$ cat config.mk
export PLATFORM = sky130hd
export DESIGN_NAME = ones_count_window
export DESIGN_NICKNAME = d
export VERILOG_FILES = /design/src/rtl/ones_count_pkg.sv /design/src/rtl/ones_count_minmax.sv /design/src/rtl/ones_count_window.sv
export SDC_FILE = /design/constraint.sdc
export NUM_CORES = 1
export LEC_CHECK = 0
export CORE_AREA = 10 10 98 100
export CTS_CLUSTER_DIAMETER = 50
export CTS_CLUSTER_SIZE = 10
export DETAILED_ROUTE_END_ITERATION = 16
export DIE_AREA = 0 0 108 110
export GPL_TIMING_DRIVEN = 0
export SETUP_SLACK_MARGIN = 0.02
export SYNTH_ARGS = -nofsm -noshare
export SYNTH_HDL_FRONTEND = slang
export SYNTH_SLANG_ARGS = --single-unit
$ cat constraint.sdc
create_clock -name clk -period 3.73 [get_ports clk]
set_clock_uncertainty 0.2 [all_clocks]
set_input_delay 0.373 -clock clk [delete_from_list [all_inputs] [get_ports clk]]
set_output_delay 0.373 -clock clk [all_outputs]
set_load 0.05 [all_outputs]
$ cat src/rtl/ones_count_pkg.sv
`default_nettype none
// ============================================================
// Package : ones_count_pkg
// Shared widths, FSM state type and sum-width helper.
// Rev     : 1.0
// ============================================================
package ones_count_pkg;

  localparam int CNT_W   = 4;
  localparam int MAX_CNT = 15;

  typedef enum logic {
    IDLE  = 1'b0,
    ACCUM = 1'b1
  } win_state_t;

  // Width that holds the largest possible window sum without overflow.
  function automatic int acc_width(input int window);
    return $clog2(MAX_CNT * window + 1);
  endfunction

endpackage
`default_nettype wire

$ cat src/rtl/ones_count_minmax.sv
`default_nettype none
// ============================================================
// Module : ones_count_minmax
// Running max/min of 4-bit samples with load and update enables.
// Rev    : 1.0
// ============================================================
module ones_count_minmax
  import ones_count_pkg::*;
(
  input  logic             clk,
  input  logic             rst_n,
  input  logic             clr,
  input  logic             load,
  input  logic             update,
  input  logic [CNT_W-1:0] din,
  output logic [CNT_W-1:0] mx,
  output logic [CNT_W-1:0] mn,
  output logic [CNT_W-1:0] nxt_mx,
  output logic [CNT_W-1:0] nxt_mn
);

  // Next values are exposed so the closing sample can be folded in same-cycle.
  always_comb begin
    nxt_mx = mx;
    nxt_mn = mn;
    if (load) begin
      nxt_mx = din;
      nxt_mn = din;
    end else begin
      nxt_mx = (din > mx) ? din : mx;
      nxt_mn = (din < mn) ? din : mn;
    end
  end

  always_ff @(posedge clk or negedge rst_n) begin
    if (!rst_n) begin
      mx <= '0;
      mn <= '0;
    end else if (clr) begin
      mx <= '0;
      mn <= '0;
    end else if (load || update) begin
      mx <= nxt_mx;
      mn <= nxt_mn;
    end
  end

endmodule
`default_nettype wire

$ cat src/rtl/ones_count_window.sv
`default_nettype none
// ============================================================
// Module : ones_count_window
// Windowed sum/max/min of ones-counter samples; one strobe per window.
// Rev    : 1.0
// ============================================================
module ones_count_window
  import ones_count_pkg::*;
#(
  parameter  int WINDOW = 8,
  localparam int ACC_W  = acc_width(WINDOW)
) (
  input  logic             clk,
  input  logic             rst_n,
  input  logic [CNT_W-1:0] cnt_in,
  input  logic             in_valid,
  input  logic             clear,
  input  logic [ACC_W-1:0] thresh,
  output logic [ACC_W-1:0] sum_out,
  output logic [CNT_W-1:0] max_out,
  output logic [CNT_W-1:0] min_out,
  output logic             above,
  output logic             out_valid,
  output logic             busy
);

  localparam int IDX_W = $clog2(WINDOW);

  win_state_t       r_state;
  logic [IDX_W-1:0] r_idx;
  logic [ACC_W-1:0] r_acc;
  logic [ACC_W-1:0] w_sum;
  logic             w_take;
  logic             w_load;
  logic             w_update;
  logic             w_close;
  logic [CNT_W-1:0] w_mx;
  logic [CNT_W-1:0] w_mn;
  logic [CNT_W-1:0] w_nxt_mx;
  logic [CNT_W-1:0] w_nxt_mn;

  assign w_take   = in_valid && !clear;
  assign w_load   = w_take && (r_state == IDLE);
  assign w_update = w_take && (r_state == ACCUM);
  assign w_close  = w_update && (r_idx == IDX_W'(WINDOW - 1));
  assign w_sum    = r_acc + ACC_W'(cnt_in);
  assign busy     = (r_state == ACCUM);

  ones_count_minmax u_minmax (
    .clk    (clk),
    .rst_n  (rst_n),
    .clr    (clear),
    .load   (w_load),
    .update (w_update),
    .din    (cnt_in),
    .mx     (w_mx),
    .mn     (w_mn),
    .nxt_mx (w_nxt_mx),
    .nxt_mn (w_nxt_mn)
  );

  always_ff @(posedge clk or negedge rst_n) begin
    if (!rst_n) begin
      r_state   <= IDLE;
      r_idx     <= '0;
      r_acc     <= '0;
      sum_out   <= '0;
      max_out   <= '0;
      min_out   <= '0;
      above     <= 1'b0;
      out_valid <= 1'b0;
    end else begin
      out_valid <= 1'b0;
      if (clear) begin
        r_state <= IDLE;
        r_idx   <= '0;
        r_acc   <= '0;
      end else if (w_load) begin
        r_state <= ACCUM;
        r_idx   <= IDX_W'(1);
        r_acc   <= ACC_W'(cnt_in);
      end else if (w_close) begin
        // Closing sample is folded into the published result directly.
        r_state   <= IDLE;
        r_idx     <= '0;
        r_acc     <= '0;
        sum_out   <= w_sum;
        max_out   <= w_nxt_mx;
        min_out   <= w_nxt_mn;
        above     <= (w_sum > thresh);
        out_valid <= 1'b1;
      end else if (w_update) begin
        r_idx <= r_idx + IDX_W'(1);
        r_acc <= w_sum;
      end
    end
  end

endmodule
`default_nettype wire

Yosys cells after proc, flatten, opt, wreduce, memory -nomap -nowiden. Cells that the tools add are included.

Flip-flop bits (word level): 36. Bits in latches: 0. RAM bits: 0. Bits in read-only memories: 0. Input bits: 15. Output and inout bits: 18. Word-level logic and storage cells: 51. Memories kept: 0.

Add/sub/neg operators: 2. Multipliers: 0. Divide/modulo/power cells: 0. $lt $le $gt $ge: 3. Equal/unequal tests: 1. Shift-type cells: 0. Multiplexer cells: 22. Bitwise gates (word level): 3. Reduce and logical (&&, ||, !) cells: 10.

Operators by type and width (count): two-way mux 4 bit (8); two-way mux 7 bit (4); two-way mux 3 bit (4); adder 7 x 4 -> 7 bit (1); > comparator 7 bit (1); two-way mux 1 bit (6); > comparator 4 bit (1); logical AND 1 bit (4); < comparator 4 bit (1); nonzero test 4 bit (1); adder 3 x 1 -> 3 bit, second input constant (1); == test 3 bit, second input constant (1); inverter 1 bit (3); AND reduction 3 bit (1); nonzero test 3 bit (1); nonzero test 2 bit (1); logical NOT 1 bit (1); logical OR 1 bit (1).

Logic depth before layout (Yosys ltp).
Depth after elaboration: 7. Mapped depth: 11. Gate-level depth less buffers: 11.

Hierarchy. From an unflattened synthesis, not the netlist that was laid out.

Cell total of the unflattened synthesis: 211. Area, all modules: 2238.4 um^2.

Modules (own cells, without submodules): ones_count_window (instances 1, cells an instance 132, area an instance 1488.9 um^2, seq. area each 700.7 um^2); ones_count_minmax (instances 1, cells an instance 79, area an instance 749.5 um^2, seq. area each 200.2 um^2).

Least setup slack after synthesis. Ideal clock, no wire load.

Path type: input-to-reg. Start point: input cnt_in[0]. End point: register above. Data arrival time: 2333 ps. Required time: 3405 ps. Setup slack: 1072 ps. Cell stages on the path: 11. Path buffers: 0. Cells stage by stage: ha_1 -> fa_1 -> a21o_1 -> a21oi_2 -> nor2_1 -> xor2_1 -> ha_1 -> nand3_1 -> a21oi_1 -> a211oi_1 -> o31ai_1.

Cells in the longest elaborated chain, start to end: 2.

Ends and longest elaborated chain: from (decl) (line ones_count_window.sv:15) `input logic [CNT_W-1:0] cnt_in,`; adder 7 x 4 -> 7 bit (line ones_count_window.sv:46) `assign w_sum = r_acc + ACC_W'(cnt_in);`; via w_sum[6] (line ones_count_window.sv:32) `logic [ACC_W-1:0] w_sum;`; > comparator 7 bit (line ones_count_window.sv:90) `above <= (w_sum > thresh);`; to (signal assigned) (line ones_count_window.sv:90); to (decl) (line ones_count_window.sv:22) `output logic above,`.

The timed path passes the listed nets, and every way through them passes these cells. A chain may end at the register's enable or synchronous reset.

Final worst setup path. Ends and elaborated chain as after synthesis.

==> impl_metrics.env <==
export IMPL_cts_clk_slew_worst_paths_ns=0.07
export IMPL_dp_slack_ns=0.1795
export IMPL_route_detailed_drc=0
export IMPL_layout_worst_path_cycle_share_pct=86.41
export IMPL_post_dp_cell_area_um2=2534
export IMPL_dp_hpwl_mm=3.700
export IMPL_layout_common_cells="dfrtp_1 (36), clkdlybuf4s50_1 (30), nand2_1 (26), inv_1 (21), ha_1 (21)"
export IMPL_async_flop_share_pct=100.0
export IMPL_required_ns=3.71
export IMPL_vias=1626
export IMPL_cts_sinks=36
export IMPL_final_setup_worst_slack_ns=0.5071
export IMPL_cts_buffer_depth=2
export IMPL_synth_area_um2=2101
export IMPL_dieArea_um2=11880
export IMPL_whs_ns=-0.02794
export IMPL_ys_dominant_reg_cell="dfrtp_1"
export IMPL_end_kind="flop"
export IMPL_overflow=0
export IMPL_clockRootBuffer="clkbuf_8"
export IMPL_firstDrtPassIters=5
export IMPL_power_density_nw_per_um2=350.0
export IMPL_grt_max_degree=37
export IMPL_die_w_um=108
export IMPL_crit_type="in2reg"
export IMPL_drv_cap=0
export IMPL_setup_viol=0
export IMPL_antenna_found_initial=0
export IMPL_postCtsHoldBufs=0
export IMPL_final_area_um2=2641
export IMPL_cp_common_cell="ha_1"
export IMPL_portBuffers=31
export IMPL_cp_max_fo=8
export IMPL_fmax_mhz=310.3
export IMPL_yosysSeqAreaShare_pct=42.88
export IMPL_yosys_register_bits=36
export IMPL_drt_wl_total_mm=4.853
export IMPL_outcome="complete, but fails checks"
export IMPL_worst_path_max_delay_cell="clkdlybuf4s50_1"
export IMPL_layout_drive_gt1_share_pct=6.950
export IMPL_htreeDepth=2
export IMPL_fin_setup_tns_ns=0
export IMPL_via_per_inst=4.504
export IMPL_fin_cells=361
export IMPL_gp_congestion=0.7693
export IMPL_first_global_vias=1691
export IMPL_area_delta_synth_final_pct=25.73
export IMPL_syn_avg_cell_area_um2=9.549
export IMPL_cts_buffers_inserted=5
export IMPL_vdd_drop_max_uv=201.0
export IMPL_die_h_um=110
export IMPL_netlist_instances=220
export IMPL_cts_resized_gates=0
export IMPL_path_cells="clkdlybuf4s50_1, ha_1, fa_1, a21o_1, a21oi_2, nor2_1, xor2_1, ha_1, nand3_1, a21oi_1, a211oi_1, o31ai_1"
export IMPL_slowest_delay_ns=0.57
export IMPL_place_inst=353
export IMPL_r2r_slack_ns=0.89
export IMPL_yosys_warnings=0
export IMPL_core_um2=7647
export IMPL_avgRoutedWirePerCell_um=13.44
export IMPL_worst_slew_pin_slew_ns=0.8170
export IMPL_synth_edff_count=0
export IMPL_hold_viol_final=36
export IMPL_synth_nets=257
export IMPL_antenna_left=0
export IMPL_postCtsSetupBuffers=0
export IMPL_final_common_cell="dfrtp_1"
export IMPL_insertion_delay_ns=0.29
export IMPL_fin_crit_ns=3.223
export IMPL_grt_pass1_wl_mm=8.142
export IMPL_fin_nets=295
export IMPL_dr_first_iter_drc_count=59
export IMPL_pin_count=33
export IMPL_grtUsageTotal_pct=8.649
export IMPL_cts_tree="built"
export IMPL_p_leak_nw=1.293
export IMPL_rsz0062_at_grt="false"
export IMPL_critPathLaunchType="input pin"
export IMPL_arrival_ns=3.20
export IMPL_initial_core_util_pct=27.47
export IMPL_relSlewSlack_pct=45.53
export IMPL_core_rowCount=32
export IMPL_min_path_type="in2async"
export IMPL_diodes=0
export IMPL_finalMaxSlewViolations=0
export IMPL_violations="hold timing"
export IMPL_synth_cell_types=36
[through the flow]
step           utilization (%)  power [mW]
6_report                 34.54      0.9243
5_1_grt                  34.54      0.9831
4_1_cts                  34.54      0.9381
3_5_place_dp             33.13      0.5916
3_3_place_gp             33.20      0.5880
2_1_floorplan                -      0.5325
[report_power, final]
part           internal [mW]  switching (mW)
Clock                  0.198           0.142
Sequential             0.402         0.00857
Combinational         0.0746          0.0990
[Yosys cell counts, types with 3 or more instances]
master    number  area (um2)
nand2_1       26       97.59
mux2i_1       14       140.1
nand3_1        5       25.02
xnor2_1        3       26.28
ha_1          21       262.8
buf_2          3       15.01
clkbuf_1       4       15.01
inv_1         21       78.83
a21o_1         4       30.03
nand2b_1       4       25.02
o21ai_1        5       25.02
dfrtp_1       36       900.9
o21ai_0       10       50.05
a211oi_1       4       30.03
o22ai_1        3       18.77
nor2_1        19       71.32
nor2b_1        3       18.77
a21oi_1       10       50.05
[area by class of cell]
type                            count  area (um2)
Inverter                           22       82.58
Clock inverter                      2       35.03
Sequential cell                    36       900.9
Buffer                              7       30.03
Tap cell                          102       127.6
Fill cell                         789        5006
Timing Repair Buffer               31       305.3
Multi-Input combinational cell    155        1087
Clock buffer                        6       72.57
[final timing paths]
| path | to | startpoint | cells past startpoint |
|---|---|---|---|
| min | sum_out[6] | rst_n | 1 |
| min in group clk | u_minmax.mn[3] | clear | 2 |
| max | above | cnt_in[0] | 12 |
| max in group asynchronous | u_minmax.mn[3] | rst_n | 1 |
| max reg2reg | above | r_acc[0] | 11 |
| min reg2reg | sum_out[1] | sum_out[1] | 2 |
[worst max-delay path, delay by kind of cell]
| family | cells | cell delay (ns) |
|---|---|---|
| xor+xnor | 1 | 0.21 |
| compound gates | 5 | 0.79 |
| fa+ha+maj | 3 | 1.01 |
| buf+inv | 1 | 0.57 |
| simple gates | 2 | 0.23 |
[cells by family (layout without fill, tap and decap cells)]
kind of cell	Yosys count	in the layout	share of synthesized area [%]
buffers and inverters	29	68	5.360
flip-flops	36	36	42.88
XOR/XNOR	5	5	2.085
AND/OR/NAND/NOR	65	65	13.88
multiplexers	16	16	7.742
AO/OA/AOI/OAI	47	47	14.59
adder cells (fa/ha/maj)	22	22	13.46
[routing by layer]
layer	vias up	part of all wire (%)	GRT usage, %
met5	-	0	0
met4	0	1.4	2.863
met3	8	7.0	3.192
met2	34	45	14.01
met1	752	46	10.41
li1	832	-	-
[registers in the layout, indices dropped and copies added, names as in the netlist]
| register | cells |
|---|---|
| r_acc | 7 |
| sum_out | 7 |
| max_out | 4 |
| min_out | 4 |
| u_minmax.mn | 4 |
| u_minmax.mx | 4 |
| r_idx | 3 |
| above | 1 |
| busy | 1 |
| out_valid | 1 |
(Power assumes the default switching activity.)
